<file path="config.mk">
export PLATFORM = sky130hd
export DESIGN_NAME = pll_phase_sequencer_flat
export DESIGN_NICKNAME = d
export VERILOG_FILES = /design/src/rtl/pll_phase_sequencer_pkg.sv /design/src/rtl/pll_phase_sequencer_if.sv /design/src/rtl/pll_phase_sequencer_scanclk_gen.sv /design/src/rtl/pll_phase_sequencer.sv /design/src/flat_wrapper.sv
export SDC_FILE = /design/constraint.sdc
export NUM_CORES = 1
export LEC_CHECK = 0
export BUFFER_PORTS_ARGS = -buffer_cell sky130_fd_sc_hd__buf_4
export CORE_ASPECT_RATIO = 1.25
export CORE_MARGIN = 5
export CORE_UTILIZATION = 41
export CTS_BUF_LIST = sky130_fd_sc_hd__clkbuf_8
export DETAILED_ROUTE_END_ITERATION = 10
export GPL_TIMING_DRIVEN = 1
export REMOVE_ABC_BUFFERS = 1
export SLEW_MARGIN = 20
export SYNTH_ARGS = -nofsm -noshare
export SYNTH_HDL_FRONTEND = slang
export SYNTH_SLANG_ARGS = --single-unit
</file>
<file path="constraint.sdc">
create_clock -name clk -period 4.5 [get_ports clk]
set_clock_uncertainty 0.05 [all_clocks]
set_input_delay 0 -clock clk [delete_from_list [all_inputs] [get_ports clk]]
set_output_delay 0 -clock clk [all_outputs]
set_load 0.05 [all_outputs]
</file>
<file path="src/rtl/pll_phase_sequencer_pkg.sv">
// pll_ctrl_pkg: state encoding and constants shared by the PLL phase sequencer files
package pll_ctrl_pkg;
    localparam int PHASE_W = 8;
    localparam logic [2:0] COUNTER_SEL_ALL = 3'b000;
    typedef enum logic [3:0] {
        ST_IDLE, ST_CHECK, ST_SWITCH, ST_SETTLE, ST_PLAN,
        ST_STEP_ARM, ST_STEP_LOW, ST_STEP_HIGH, ST_DONE
    } pll_state_e;
endpackage

</file>
<file path="src/rtl/pll_phase_sequencer_if.sv">
// pll_phase_sequencer_if: Cyclone III PLL dynamic phase / clock-switch pins
interface pll_phase_sequencer_if;
    import pll_ctrl_pkg::*;
    logic [2:0] phasecounterselect;
    logic phaseupdown;
    logic phasestep;
    logic scanclk;
    logic clkswitch;
    logic phasedone;
    modport master (output phasecounterselect, phaseupdown, phasestep, scanclk, clkswitch, input phasedone);
    modport slave (input phasecounterselect, phaseupdown, phasestep, scanclk, clkswitch, output phasedone);
endinterface

</file>
<file path="src/rtl/pll_phase_sequencer_scanclk_gen.sv">
// scanclk_gen: free-running scanclk divider with one-cycle fall/rise strobes
module scanclk_gen #(
    parameter int HALF = 4
) (
    input  logic clk,
    input  logic reset,
    output logic scanclk,
    output logic sc_fall,
    output logic sc_rise
);
    localparam int CW = $clog2(HALF);
    localparam logic [CW-1:0] LAST = CW'(HALF - 1);
    logic [CW-1:0] cnt;
    logic wrap;
    assign wrap = cnt == LAST;
    assign sc_fall = wrap & scanclk;
    assign sc_rise = wrap & ~scanclk;
    always_ff @(posedge clk) begin
        if (reset) begin
            cnt <= '0;
            scanclk <= 1'b0;
        end else begin
            cnt <= wrap ? '0 : cnt + 1'b1;
            if (wrap) scanclk <= ~scanclk;
        end
    end
endmodule

</file>
<file path="src/rtl/pll_phase_sequencer.sv">
// pll_phase_sequencer: turns updatepll requests into PLL clkswitch pulses and phase steps.
// Optional PLL_STEP_TIMEOUT_EN adds a per-step phasedone timeout and sticky step_error.
module pll_phase_sequencer import pll_ctrl_pkg::*; #(
    parameter int SCANCLK_HALF = 4,
    parameter int CLKSWITCH_CYCLES = 8,
    parameter int SETTLE_CYCLES = 16,
    parameter logic [2:0] COUNTER_SEL = COUNTER_SEL_ALL,
    parameter int TIMEOUT_CYCLES = 1024
) (
    input  logic clk,
    input  logic reset,
    input  logic updatepll,
    input  logic pll_clk_src,
    input  logic [PHASE_W-1:0] pll_clk_phase,
    pll_phase_sequencer_if.master pll,
    output logic busy,
    output logic cur_src,
    output logic [PHASE_W-1:0] cur_phase,
    output logic step_error
);
    localparam logic [3:0] IDLE = ST_IDLE;
    localparam logic [3:0] CHECK = ST_CHECK;
    localparam logic [3:0] SWITCH = ST_SWITCH;
    localparam logic [3:0] SETTLE = ST_SETTLE;
    localparam logic [3:0] PLAN = ST_PLAN;
    localparam logic [3:0] STEP_ARM = ST_STEP_ARM;
    localparam logic [3:0] STEP_LOW = ST_STEP_LOW;
    localparam logic [3:0] STEP_HIGH = ST_STEP_HIGH;
    localparam logic [3:0] DONE = ST_DONE;
    // one counter serves switch hold, settle and step timeout
    localparam int CMAX = CLKSWITCH_CYCLES > SETTLE_CYCLES
        ? (CLKSWITCH_CYCLES > TIMEOUT_CYCLES ? CLKSWITCH_CYCLES : TIMEOUT_CYCLES)
        : (SETTLE_CYCLES > TIMEOUT_CYCLES ? SETTLE_CYCLES : TIMEOUT_CYCLES);
    localparam int CW = $clog2(CMAX + 1);
    logic [3:0] state;
    logic [CW-1:0] cnt;
    logic pend, pend_src, tgt_src, dir, low_seen, pd_meta, pd_s;
    logic sc_fall, sc_rise, expire;
    logic [PHASE_W-1:0] pend_phase, tgt_phase, steps;
    logic [PHASE_W:0] diff;
    assign diff = {1'b0, tgt_phase} - {1'b0, cur_phase};
    assign pll.phasecounterselect = COUNTER_SEL;
`ifdef PLL_STEP_TIMEOUT_EN
    assign expire = (state == STEP_LOW || state == STEP_HIGH) && cnt == CW'(TIMEOUT_CYCLES - 1);
`else
    assign expire = 1'b0;
`endif
    scanclk_gen #(.HALF(SCANCLK_HALF)) u_scanclk (
        .clk(clk),
        .reset(reset),
        .scanclk(pll.scanclk),
        .sc_fall(sc_fall),
        .sc_rise(sc_rise)
    );
    always_ff @(posedge clk) begin
        if (reset) begin
            state <= IDLE;
            cnt <= '0;
            pend <= 1'b0;
            pend_src <= 1'b0;
            pend_phase <= '0;
            tgt_src <= 1'b0;
            tgt_phase <= '0;
            dir <= 1'b1;
            steps <= '0;
            low_seen <= 1'b0;
            pd_meta <= 1'b0;
            pd_s <= 1'b0;
            busy <= 1'b0;
            cur_src <= 1'b0;
            cur_phase <= '0;
            step_error <= 1'b0;
            pll.phasestep <= 1'b0;
            pll.phaseupdown <= 1'b1;
            pll.clkswitch <= 1'b0;
        end else begin
            pd_meta <= pll.phasedone;
            pd_s <= pd_meta;
            if (expire) begin
                pll.phasestep <= 1'b0;
                step_error <= 1'b1;
                state <= DONE;
            end else begin
                case (state)
                    IDLE: if (pend) begin
                        tgt_src <= pend_src;
                        tgt_phase <= pend_phase;
                        pend <= 1'b0;
                        busy <= 1'b1;
                        state <= CHECK;
                    end
                    CHECK: begin
                        cnt <= '0;
                        pll.clkswitch <= tgt_src != cur_src;
                        state <= tgt_src != cur_src ? SWITCH : PLAN;
                    end
                    SWITCH: if (cnt == CW'(CLKSWITCH_CYCLES - 1)) begin
                        cnt <= '0;
                        pll.clkswitch <= 1'b0;
                        cur_src <= tgt_src;
                        state <= SETTLE;
                    end else cnt <= cnt + 1'b1;
                    SETTLE: if (cnt == CW'(SETTLE_CYCLES - 1)) state <= PLAN;
                    else cnt <= cnt + 1'b1;
                    PLAN: begin
                        dir <= ~diff[PHASE_W];
                        steps <= diff[PHASE_W] ? ~diff[PHASE_W-1:0] + 1'b1 : diff[PHASE_W-1:0];
                        state <= diff == '0 ? DONE : STEP_ARM;
                    end
                    // phasestep/phaseupdown move only with scanclk falling so the PLL samples them stable
                    STEP_ARM: if (sc_fall) begin
                        pll.phasestep <= 1'b1;
                        pll.phaseupdown <= dir;
                        cnt <= '0;
                        low_seen <= 1'b0;
                        state <= STEP_LOW;
                    end
                    STEP_LOW: begin
                        cnt <= cnt + 1'b1;
                        low_seen <= low_seen | ~pd_s;
                        if (sc_fall && (low_seen || !pd_s)) begin
                            pll.phasestep <= 1'b0;
                            cnt <= '0;
                            state <= STEP_HIGH;
                        end
                    end
                    STEP_HIGH: begin
                        cnt <= cnt + 1'b1;
                        if (pd_s) begin
                            cur_phase <= dir ? cur_phase + 1'b1 : cur_phase - 1'b1;
                            steps <= steps - 1'b1;
                            state <= steps == 8'd1 ? DONE : STEP_ARM;
                        end
                    end
                    DONE: begin
                        busy <= 1'b0;
                        state <= IDLE;
                    end
                    default: state <= IDLE;
                endcase
            end
            if (updatepll) begin
                pend <= 1'b1;
                pend_src <= pll_clk_src;
                pend_phase <= pll_clk_phase;
            end
        end
    end
    assert property (@(posedge clk) disable iff (reset)
        sc_rise && !expire |=> $stable(pll.phasestep) && $stable(pll.phaseupdown));
endmodule

</file>
<file path="src/flat_wrapper.sv">
// flat-port wrapper written by rule: the top's interface ports become plain ports
module pll_phase_sequencer_flat import pll_ctrl_pkg::*;
#(
    parameter int SCANCLK_HALF = 4,
    parameter int CLKSWITCH_CYCLES = 8,
    parameter int SETTLE_CYCLES = 16,
    parameter logic [2:0] COUNTER_SEL = COUNTER_SEL_ALL,
    parameter int TIMEOUT_CYCLES = 1024
)
  (clk, reset, updatepll, pll_clk_src, pll_clk_phase, busy, cur_src, cur_phase, step_error, pll_phasecounterselect, pll_phaseupdown, pll_phasestep, pll_scanclk, pll_clkswitch, pll_phasedone);
  pll_phase_sequencer_if pll_i ();
  input  logic clk;
  input  logic reset;
  input  logic updatepll;
  input  logic pll_clk_src;
  input  logic [PHASE_W-1:0] pll_clk_phase;
  output logic busy;
  output logic cur_src;
  output logic [PHASE_W-1:0] cur_phase;
  output logic step_error;
  output wire logic [$bits(pll_i.phasecounterselect)-1:0] pll_phasecounterselect;
  output wire logic [$bits(pll_i.phaseupdown)-1:0] pll_phaseupdown;
  output wire logic [$bits(pll_i.phasestep)-1:0] pll_phasestep;
  output wire logic [$bits(pll_i.scanclk)-1:0] pll_scanclk;
  output wire logic [$bits(pll_i.clkswitch)-1:0] pll_clkswitch;
  input wire logic [$bits(pll_i.phasedone)-1:0] pll_phasedone;
  assign pll_phasecounterselect = pll_i.phasecounterselect;
  assign pll_phaseupdown = pll_i.phaseupdown;
  assign pll_phasestep = pll_i.phasestep;
  assign pll_scanclk = pll_i.scanclk;
  assign pll_clkswitch = pll_i.clkswitch;
  assign pll_i.phasedone = pll_phasedone;
  pll_phase_sequencer #(.SCANCLK_HALF(SCANCLK_HALF), .CLKSWITCH_CYCLES(CLKSWITCH_CYCLES), .SETTLE_CYCLES(SETTLE_CYCLES), .COUNTER_SEL(COUNTER_SEL), .TIMEOUT_CYCLES(TIMEOUT_CYCLES)) u_core (.clk(clk), .reset(reset), .updatepll(updatepll), .pll_clk_src(pll_clk_src), .pll_clk_phase(pll_clk_phase), .pll(pll_i), .busy(busy), .cur_src(cur_src), .cur_phase(cur_phase), .step_error(step_error));
endmodule
</file>
---- Word level (Yosys, flattened, before mapping) ----
Cells that the tools add are included.
W data, S select, Z words.
storage, ports and cells
  flip-flop bits (word level) ............. 62
  ROM bits ................................ 0
  word-level logic and storage cells ...... 106
  bits in writable memories ............... 0
  bits in latches ......................... 0
  memories ................................ 0
  bits of input ports ..................... 13
  output and inout port bits .............. 18
operators by class
  order comparisons ....................... 0
  bitwise operators ....................... 6
  add/subtract/negate cells ............... 7
  reductions and logical operators ........ 23
  shift-type cells ........................ 0
  multipliers ............................. 0
  div/mod/pow operators ................... 0
  equal/unequal tests ..................... 20
  multiplexer cells ....................... 30
operators by type and width
  cell                     count
  $pmux W11 S6             1
  $mux W11                 4
  $mux W4                  8
  $pmux W4 S8              1
  $mux W8                  3
  $add A8 B1 Y8 const B    2
  $eq A4 B3 Y1 const B     4
  $pmux W8 S2              1
  $reduce_and A2 Y1        8
  $sub A8 B1 Y8 const B    2
  $ne A2 B1 Y1 const B     6
  $add A11 B1 Y11 const B  1
  $eq A11 B3 Y1 const B    1
  $eq A11 B4 Y1 const B    1
  $reduce_bool A2 Y1       5
  $logic_not A9 Y1         1
  $sub A8 B8 Y9            1
  $eq A4 B2 Y1 const B     2
  $eq A8 B1 Y1 const B     1
  $not A8 Y8               1
  $pmux W1 S2              4
  $mux W1                  7
  $reduce_and A3 Y1        2
  $reduce_and A6 Y1        1
  16 further kinds         18

---- Longest topological paths before layout ----
Gate-level depths: netlist (run 1).
  word-level depth ........................ 5
  depth in mapped cells ................... 10
  gate-level depth less buffers ........... 10

---- By module ----
Synthesis (run 1) repeated with hierarchy kept, for this count alone.
unflattened totals
  cells, all modules ...................... 446
  area, all modules ....................... 3,673.5 sq um
by module, submodules not included
  module               area each (sq um)  instances  cells each
  pll_phase_sequencer  3,562.2            1          436
  scanclk_gen          111.4              1          10

---- Worst setup path before layout (run 1) ----
Ideal clock, no wire load.
  kind .................................... reg-to-reg
  start point ............................. register u_core.cur_phase[0]
  end point ............................... register u_core.state[3]
  stages on the path, launching flop included .. 10
  library setup time ...................... 0.064 ns
  required time ........................... 4.386 ns
  arrival time ............................ 2.443 ns
  period minus slack after synthesis ...... 2.557 ns
  slack ................................... 1.943 ns
  cells stage by stage .................... dfxtp_1 -> ha_1 -> fa_1 -> nor2b_1 -> o21bai_1 -> a211oi_2 -> or2_1 -> nand4_1 -> o2bb2a_1 -> nor2_1
on the way
  word-level cells in the longest chain between the ends .. 4
RTL lines
  element                 line                        text
  start, declared         pll_phase_sequencer.sv:18   output logic [PHASE_W-1:0] cur_phase,
  start signal, assigned  pll_phase_sequencer.sv:130  cur_phase <= dir ? cur_phase + 1'b1 : cur_phase - 1'b1;
  $sub A8 B8 Y9           pll_phase_sequencer.sv:41   assign diff = {1'b0, tgt_phase} - {1'b0, cur_phase};
  $logic_not A9 Y1        pll_phase_sequencer.sv:108  state <= diff == '0 ? DONE : STEP_ARM;
  $mux W4                 pll_phase_sequencer.sv:108
  $pmux W4 S8             pll_phase_sequencer.sv:84   case (state)
  end signal, assigned    pll_phase_sequencer.sv:95   state <= tgt_src != cur_src ? SWITCH : PLAN;
  end signal, assigned    pll_phase_sequencer.sv:108
  end signal, assigned    pll_phase_sequencer.sv:132  state <= steps == 8'd1 ? DONE : STEP_ARM;
  end, declared           pll_phase_sequencer.sv:35   logic [3:0] state;
Every way passes these cells.
A chain may end at the register's enable or synchronous reset.

---- Worst setup path in the final report (run 1) ----
  start point ............................. register u_core.state[0]
  end point ............................... register u_core.steps[7]
on the way
  word-level cells in the longest chain between the ends .. 3
  elaborated cells on any way between the ends .. 6
  classes of those cells .................. eq/ne: 3; mux: 1; reduce/logical: 2
RTL lines
  element                                                              line                        text
  $eq A4 B3 Y1                                                         pll_phase_sequencer.sv:84
  $ne A2 B1 Y1 (no source line) or $reduce_bool A2 Y1 (tied branches)  -
  $reduce_and A2 Y1 (no source line)                                   -
  end signal, assigned                                                 pll_phase_sequencer.sv:107  steps <= diff[PHASE_W] ? ~diff[PHASE_W-1:0] + 1'b1 : diff[PHASE_W-1:0];
  end signal, assigned                                                 pll_phase_sequencer.sv:131  steps <= steps - 1'b1;
  end, declared                                                        pll_phase_sequencer.sv:39   logic [PHASE_W-1:0] pend_phase, tgt_phase, steps;
Several ways; a longest one is shown, not always the timed one.

==> reports/results.ini, run 1 <==
[run_status]
run_status=finished clean

[sta]
max_freq_ghz=0.3736
fin_crit_ps=2676
slew-limit-headroom=0.5890
worst_slew_pin_slew_ps=615.9
maxSlewViolCount=0
rsz0062_at_grt=false
setup_violations=0
tns_ps=0
hold_ws_ps=84.52
period_share=0.5948
hold_viol=0

[setup_path]
crit_slowest_cell=dfxtp_1
cp_max_fo=17
worst_setup_path_end_kind=register
startpoint=u_core.state[0]
worstReg2RegStart=u_core.state[0]
crit_arrival_ps=2910
r2r-end=u_core.steps[7]
critPathKind=reg2reg
crit_required_ps=4730
crit_path_cell_trace=nor2b_1, nor2b_1, nand2_1, nor4_1, a21oi_1, o32a_1, nand2_1
rrSetupSlack_ps=1820
critical_path.endpoint=u_core.steps[7]
start_kind=register
rr_worst_depth=7
max_stage_delay_ps=670

[layout]
final_cells=602
finalInstanceArea_sq_mm=0.004345
nFillCells=878
final_common_cell=dfxtp_1
drive_gt1_frac=0.1349
layout.nets=512
syn_to_final_growth_pct=17.29
multiInputGateArea_sq_mm=0.002281
layout_common_cells=dfxtp_1, nor2_1, a21oi_1, buf_4
antenna_cells=0
regArea_sq_mm=0.001241

[placement]
place_area_sq_mm=0.003958
dp.cells=570
io_buffers=26
gp_congestion=0.8115
hpwl_um=5786

[grt]
grt_max_degree=58
grt_usage=0.1588
antenna_found_initial=0
grt_pass1_vias=3114
grt-ovfl-total=0
grt_pass1_wl_um=14080

[die]
die_w_um=95.02
start_util=0.4235
num_io_pins=31
die_height_um=116.3
coreArea_sq_mm=0.008748
die_area_sq_mm=0.01105
rows=38

[synth]
ys.flop_type=dfxtp_1
synth_edf_count=0
ys_seq_area_frac=0.3350
syn_avg_cell_area_sq_um=8.363
ys_warn_count=0
synth-seq-cells=62
synth_area_sq_mm=0.003705
syn_inst=443
yosysUniqueCellTypes=68
async_flop_share=0

[power]
power_uw=1719
power_leakage_uw=0.001735
powerDensity_mw_per_mm2=395.7
irDropWorstVdd_mv=0.2260

[drt]
drt-met1-wl_um=3762
dr.pass1.iters=5
viasPerCell=5.241
num_vias=3155
wire_per_inst_um=13.50
wl_met2_um=3969
wl_met3_um=274
drt_first_iter_violations=140
routed.top_layer=met4
ant_nets=0
wl_um=8128
drc=0

[clock_tree]
cts_resized=0
numCtsBuffers=9
clkTransAtPathRegs_ps=80
clk_latency_ps=340
cts_num_sinks=62
h-tree-depth=3
postCtsSetupRepairBufs=0
cts_tree=built
clk_path_buf_depth=2
cts-root-buf=clkbuf_8

[worst_hold_path]
hp-class=in2reg

[run]
maxCapViolations=0

-- synthesized netlist by cell type, types with 3 or more instances --
library cell  number  area (sq um)
clkbuf_1           8         30.03
nand3_1           12         60.06
nand3b_1           4         30.03
buf_4              4         30.03
and2_1             3         18.77
buf_2              6         30.03
ha_1              20         250.2
nand2_1           24         90.09
nor2_1            58         217.7
inv_1             22         82.58
and3_1             5         31.28
o21ai_0           11         55.05
buf_1              3         11.26
xor2_1            14         122.6
nor2_2             9         56.30
mux2i_1           24         240.2
nand4_1            7         43.79
o31ai_1            3         22.52
nor2b_1           10         62.56
dfxtp_1           62          1241
a211oi_1           6         45.04
xnor2_1           15         131.4
nor3_1            11         55.05
a31oi_1            3         18.77
o22ai_1            4         25.02
a21oi_1           32         160.2
o21ai_1            3         15.01
a21o_1             7         52.55
-- area by class of cell --
type	instances	share of cell area
clock buffers	9	0.02851
clock inverters	7	0.02390
inverters	22	0.01900
multi-input cells	339	0.5249
flip-flops and latches	62	0.2856
well taps	120	0.03455
repair buffers	43	0.08350
-- layer usage --
| metal | up-vias | track usage |
|---|---|---|
| met5 | - | 0 |
| met3 | 12 | 0.02835 |
| met1 | 1470 | 0.2019 |
| li1 | 1612 | - |
| met4 | 0 | 0.06449 |
| met2 | 61 | 0.2653 |
-- flip-flops by register name, summed over array words and instances, names as in the netlist, 2 cells and up --
| register | count |
|---|---|
| u_core.u_scanclk.cnt | 2 |
| u_core.cnt | 11 |
| u_core.cur_phase | 8 |
| u_core.tgt_phase | 8 |
| u_core.state | 4 |
| u_core.pend_phase | 8 |
| u_core.steps | 8 |
-- metrics by stage --
step / utilization / setup slack [ps]
final: 0.4967 / 1824
after global routing: 0.4967 / 1546
after CTS: 0.4967 / 1850
after detailed placement: 0.4524 / 1878
after global placement: 0.4524 / 1973
after floorplan: - / 1881
-- worst max-delay path: cells and delay by family (launching register included) --
family             cells  cell delay (ps)
AOI/OAI and AO/OA      2              240
DFF                    1              670
and+or+nand+nor        5             1650
-- cell families after synthesis --
logic type      synth area share
compound gates            0.1685
xor+xnor                 0.06856
fa+ha+maj                0.07835
buf+inv                  0.05235
flops                     0.3350
mux                      0.06484
other cells             0.001012
simple gates              0.2313
-- where the power goes --
part	internal (uW)	switching, uW
Clock	320	246
Combinational	218	290
Sequential	586	59.8
Total	1120	596
-- how the worst min path moves through the flow --
stage / slack (ps) / end / start / depth (start not counted)
final: 80 / u_core.pend_phase[3] / reset / 2
after global placement: 160 / u_core.pd_meta / pll_phasedone / 2
after floorplan: 20 / u_core.cnt[7] / reset / 1
after global routing: 110 / u_core.tgt_phase[0] / reset / 2
after detailed placement: 170 / u_core.pd_meta / pll_phasedone / 2
after CTS: 80 / u_core.tgt_phase[7] / reset / 2
-- timing repair --
action                                 CTS  global route
setup endpoints to repair                0             0
endpoints found under the hold margin   11             0
hold buffers                            16             0
No activity file was read; power rests on OpenSTA's default activity.
==> inputs of run 2 (changes only) <==
==> constraint.sdc (replaced) <==
create_clock -name clk -period 2.5 [get_ports clk]
set_clock_uncertainty 0.05 [all_clocks]
set_input_delay 0 -clock clk [delete_from_list [all_inputs] [get_ports clk]]
set_output_delay 0 -clock clk [all_outputs]
set_load 0.05 [all_outputs]
==> run 2 against run 1 <==
Compared with the run above:
- sequential share of layout area shrank 0.53 points
- die area is the same
- core utilization grew 0.99 points
- power grew 73%
- clock-buffer cell count is the same
- critical endpoint is now u_core.steps[4]
- largest cell class unchanged
- combinational power grew 90%
- worst hold slack lost 8.4 ps
- sequential power grew 80%
- cell count grew 2.3%
- critical path type unchanged
- register-to-register slack lost 1700 ps
==> reports/results.ini, run 2 (synthesis results as in run 1) <==
[run_status]
run_status=finished clean  ; unchanged

[power]
powerDensity_mw_per_mm2=671.6  ; was 395.7 mW/mm^2
power_leakage_uw=0.001790  ; was 0.001735 uW
irDropWorstVdd_mv=0.3782  ; was 0.2260 mV
power_uw=2976  ; was 1719 uW

[grt]
antenna_found_initial=0  ; unchanged
grt_usage=0.1674  ; was 0.1588
grt_max_degree=58  ; unchanged
grt_pass1_vias=3115  ; was 3114
grt-ovfl-total=0  ; unchanged
grt_pass1_wl_um=14710  ; was 14080 um

[placement]
dp.cells=583  ; was 570
io_buffers=26  ; unchanged
place_ws_ps=67.31  ; was 1878 ps
hpwl_um=6212  ; was 5786 um
gp_congestion=0.8530  ; was 0.8115

[layout]
top_register=u_core.cnt  ; unchanged
final_cells=616  ; was 602
nFillCells=886  ; was 878
largest_reg_flops=11  ; unchanged
regArea_sq_mm=0.001242  ; was 0.001241 sq mm
syn_to_final_growth_pct=19.62  ; was 17.29%
multiInputGateArea_sq_mm=0.002298  ; was 0.002281 sq mm
antenna_cells=0  ; unchanged
final_common_cell=dfxtp_1  ; unchanged
postLayoutCoreUtil=0.5066  ; was 0.4967
drive_gt1_frac=0.1653  ; was 0.1349
layout_common_cells=dfxtp_1, nor2_1, buf_4, a21oi_1  ; was dfxtp_1, nor2_1, a21oi_1, buf_4
layout.nets=526  ; was 512

[sta]
setup_violations=0  ; unchanged
period_share=0.9387  ; was 0.5948
fin_crit_ps=2347  ; was 2676 ps
rsz0062_at_grt=true  ; was false
tns_ps=0  ; unchanged
hold_viol=0  ; unchanged
slew-limit-headroom=0.5925  ; was 0.5890
fin_ws_ps=153.1  ; was 1824 ps
max_freq_ghz=0.4261  ; was 0.3736 GHz
maxSlewViolCount=0  ; unchanged
worst_slew_pin_slew_ps=611.3  ; was 615.9 ps

[clock_tree]
numCtsBuffers=9  ; unchanged
cts_tree=built  ; unchanged
clk_latency_ps=350  ; was 340 ps
clkTransAtPathRegs_ps=90  ; was 80 ps
cts_num_sinks=62  ; unchanged
postCtsSetupRepairBufs=0  ; unchanged
h-tree-depth=3  ; unchanged
cts-root-buf=clkbuf_8  ; unchanged
clk_path_buf_depth=2  ; unchanged

[setup_path]
start_kind=register  ; unchanged
crit_required_ps=2710  ; was 4730 ps
worst_setup_path_end_kind=register  ; unchanged
critPathKind=reg2reg  ; unchanged
cp_max_fo=4  ; was 17
crit_arrival_ps=2550  ; was 2910 ps

[die]
die_w_um=95.02  ; unchanged
die_area_sq_mm=0.01105  ; unchanged
start_util=0.4235  ; unchanged
coreArea_sq_mm=0.008748  ; unchanged
die_height_um=116.3  ; unchanged
num_io_pins=31  ; unchanged
rows=38  ; unchanged

[drt]
wl_um=8646  ; was 8128 um
dr.pass1.iters=4  ; was 5
drt_first_iter_violations=106  ; was 140
wire_per_inst_um=14.04  ; was 13.50 um
drc=0  ; unchanged
num_vias=3197  ; was 3155
viasPerCell=5.190  ; was 5.241
ant_nets=0  ; unchanged

[worst_hold_path]
hp-class=in2reg  ; unchanged

[run]
maxCapViolations=0  ; unchanged

[run 2: repair_timing]
item,CTS,global route
setup endpoints to repair,0,7
gates resized for setup,0,5
hold buffers,17,0
hold endpoints to repair,11,0
[run 2: critical path, cell delays in order, from the launching register on]
cell and delay (ps):
dfxtp_1 380, inv_1 60, ha_1 300, a21o_1 190
a21oi_1 290, a211oi_2 120, buf_4 160, a211oi_1 220
xor2_1 180, nor2_1 70, o32ai_1 240
[run 2: layout make-up]
type | instances | area share
multi-input cells | 339 | 0.5186
flip-flops and latches | 62 | 0.2803
repair buffers | 57 | 0.1062
well taps | 120 | 0.03388
clock buffers | 9 | 0.02795
inverters | 22 | 0.01863
clock inverters | 7 | 0.01440
[run 2: metal layers]
metal / share of wire / vias up / global-route usage
met5: 0 / - / 0
met4: 0.015 / 0 / 0.06449
met3: 0.035 / 8 / 0.02899
met2: 0.51 / 60 / 0.2897
met1: 0.44 / 1479 / 0.2063
li1: - / 1650 / -
[run 2: path summary, 6_finish.rpt]
path | cells past startpoint | slack [ps] | endpoint | from
max | 10 | 150 | u_core.steps[4] | u_core.cur_phase[4]
min | 2 | 80 | u_core.pend_phase[5] | reset
max reg2reg | 10 | 150 | u_core.steps[4] | u_core.cur_phase[4]
min reg2reg | 1 | 380 | u_core.u_scanclk.cnt[0] | u_core.u_scanclk.cnt[0]
[run 2: report_power, final]
| part | internal (uW) | total, uW | leakage (uW) | switching, uW |
|---|---|---|---|---|
| clock | 381 | 848 | 0.0000903 | 467 |
| combinational | 432 | 966 | 0.00120 | 535 |
| sequential | 1050 | 1160 | 0.000504 | 107 |
[run 2: stage by stage]
stage | hold slack, ps | instance area, sq um
floorplan | 19.07 | 3605
global placement | 164.3 | 4055
detailed placement | 171.5 | 4055
CTS | 68.77 | 4413
global route | 82.65 | 4432
finish | 76.08 | 4432
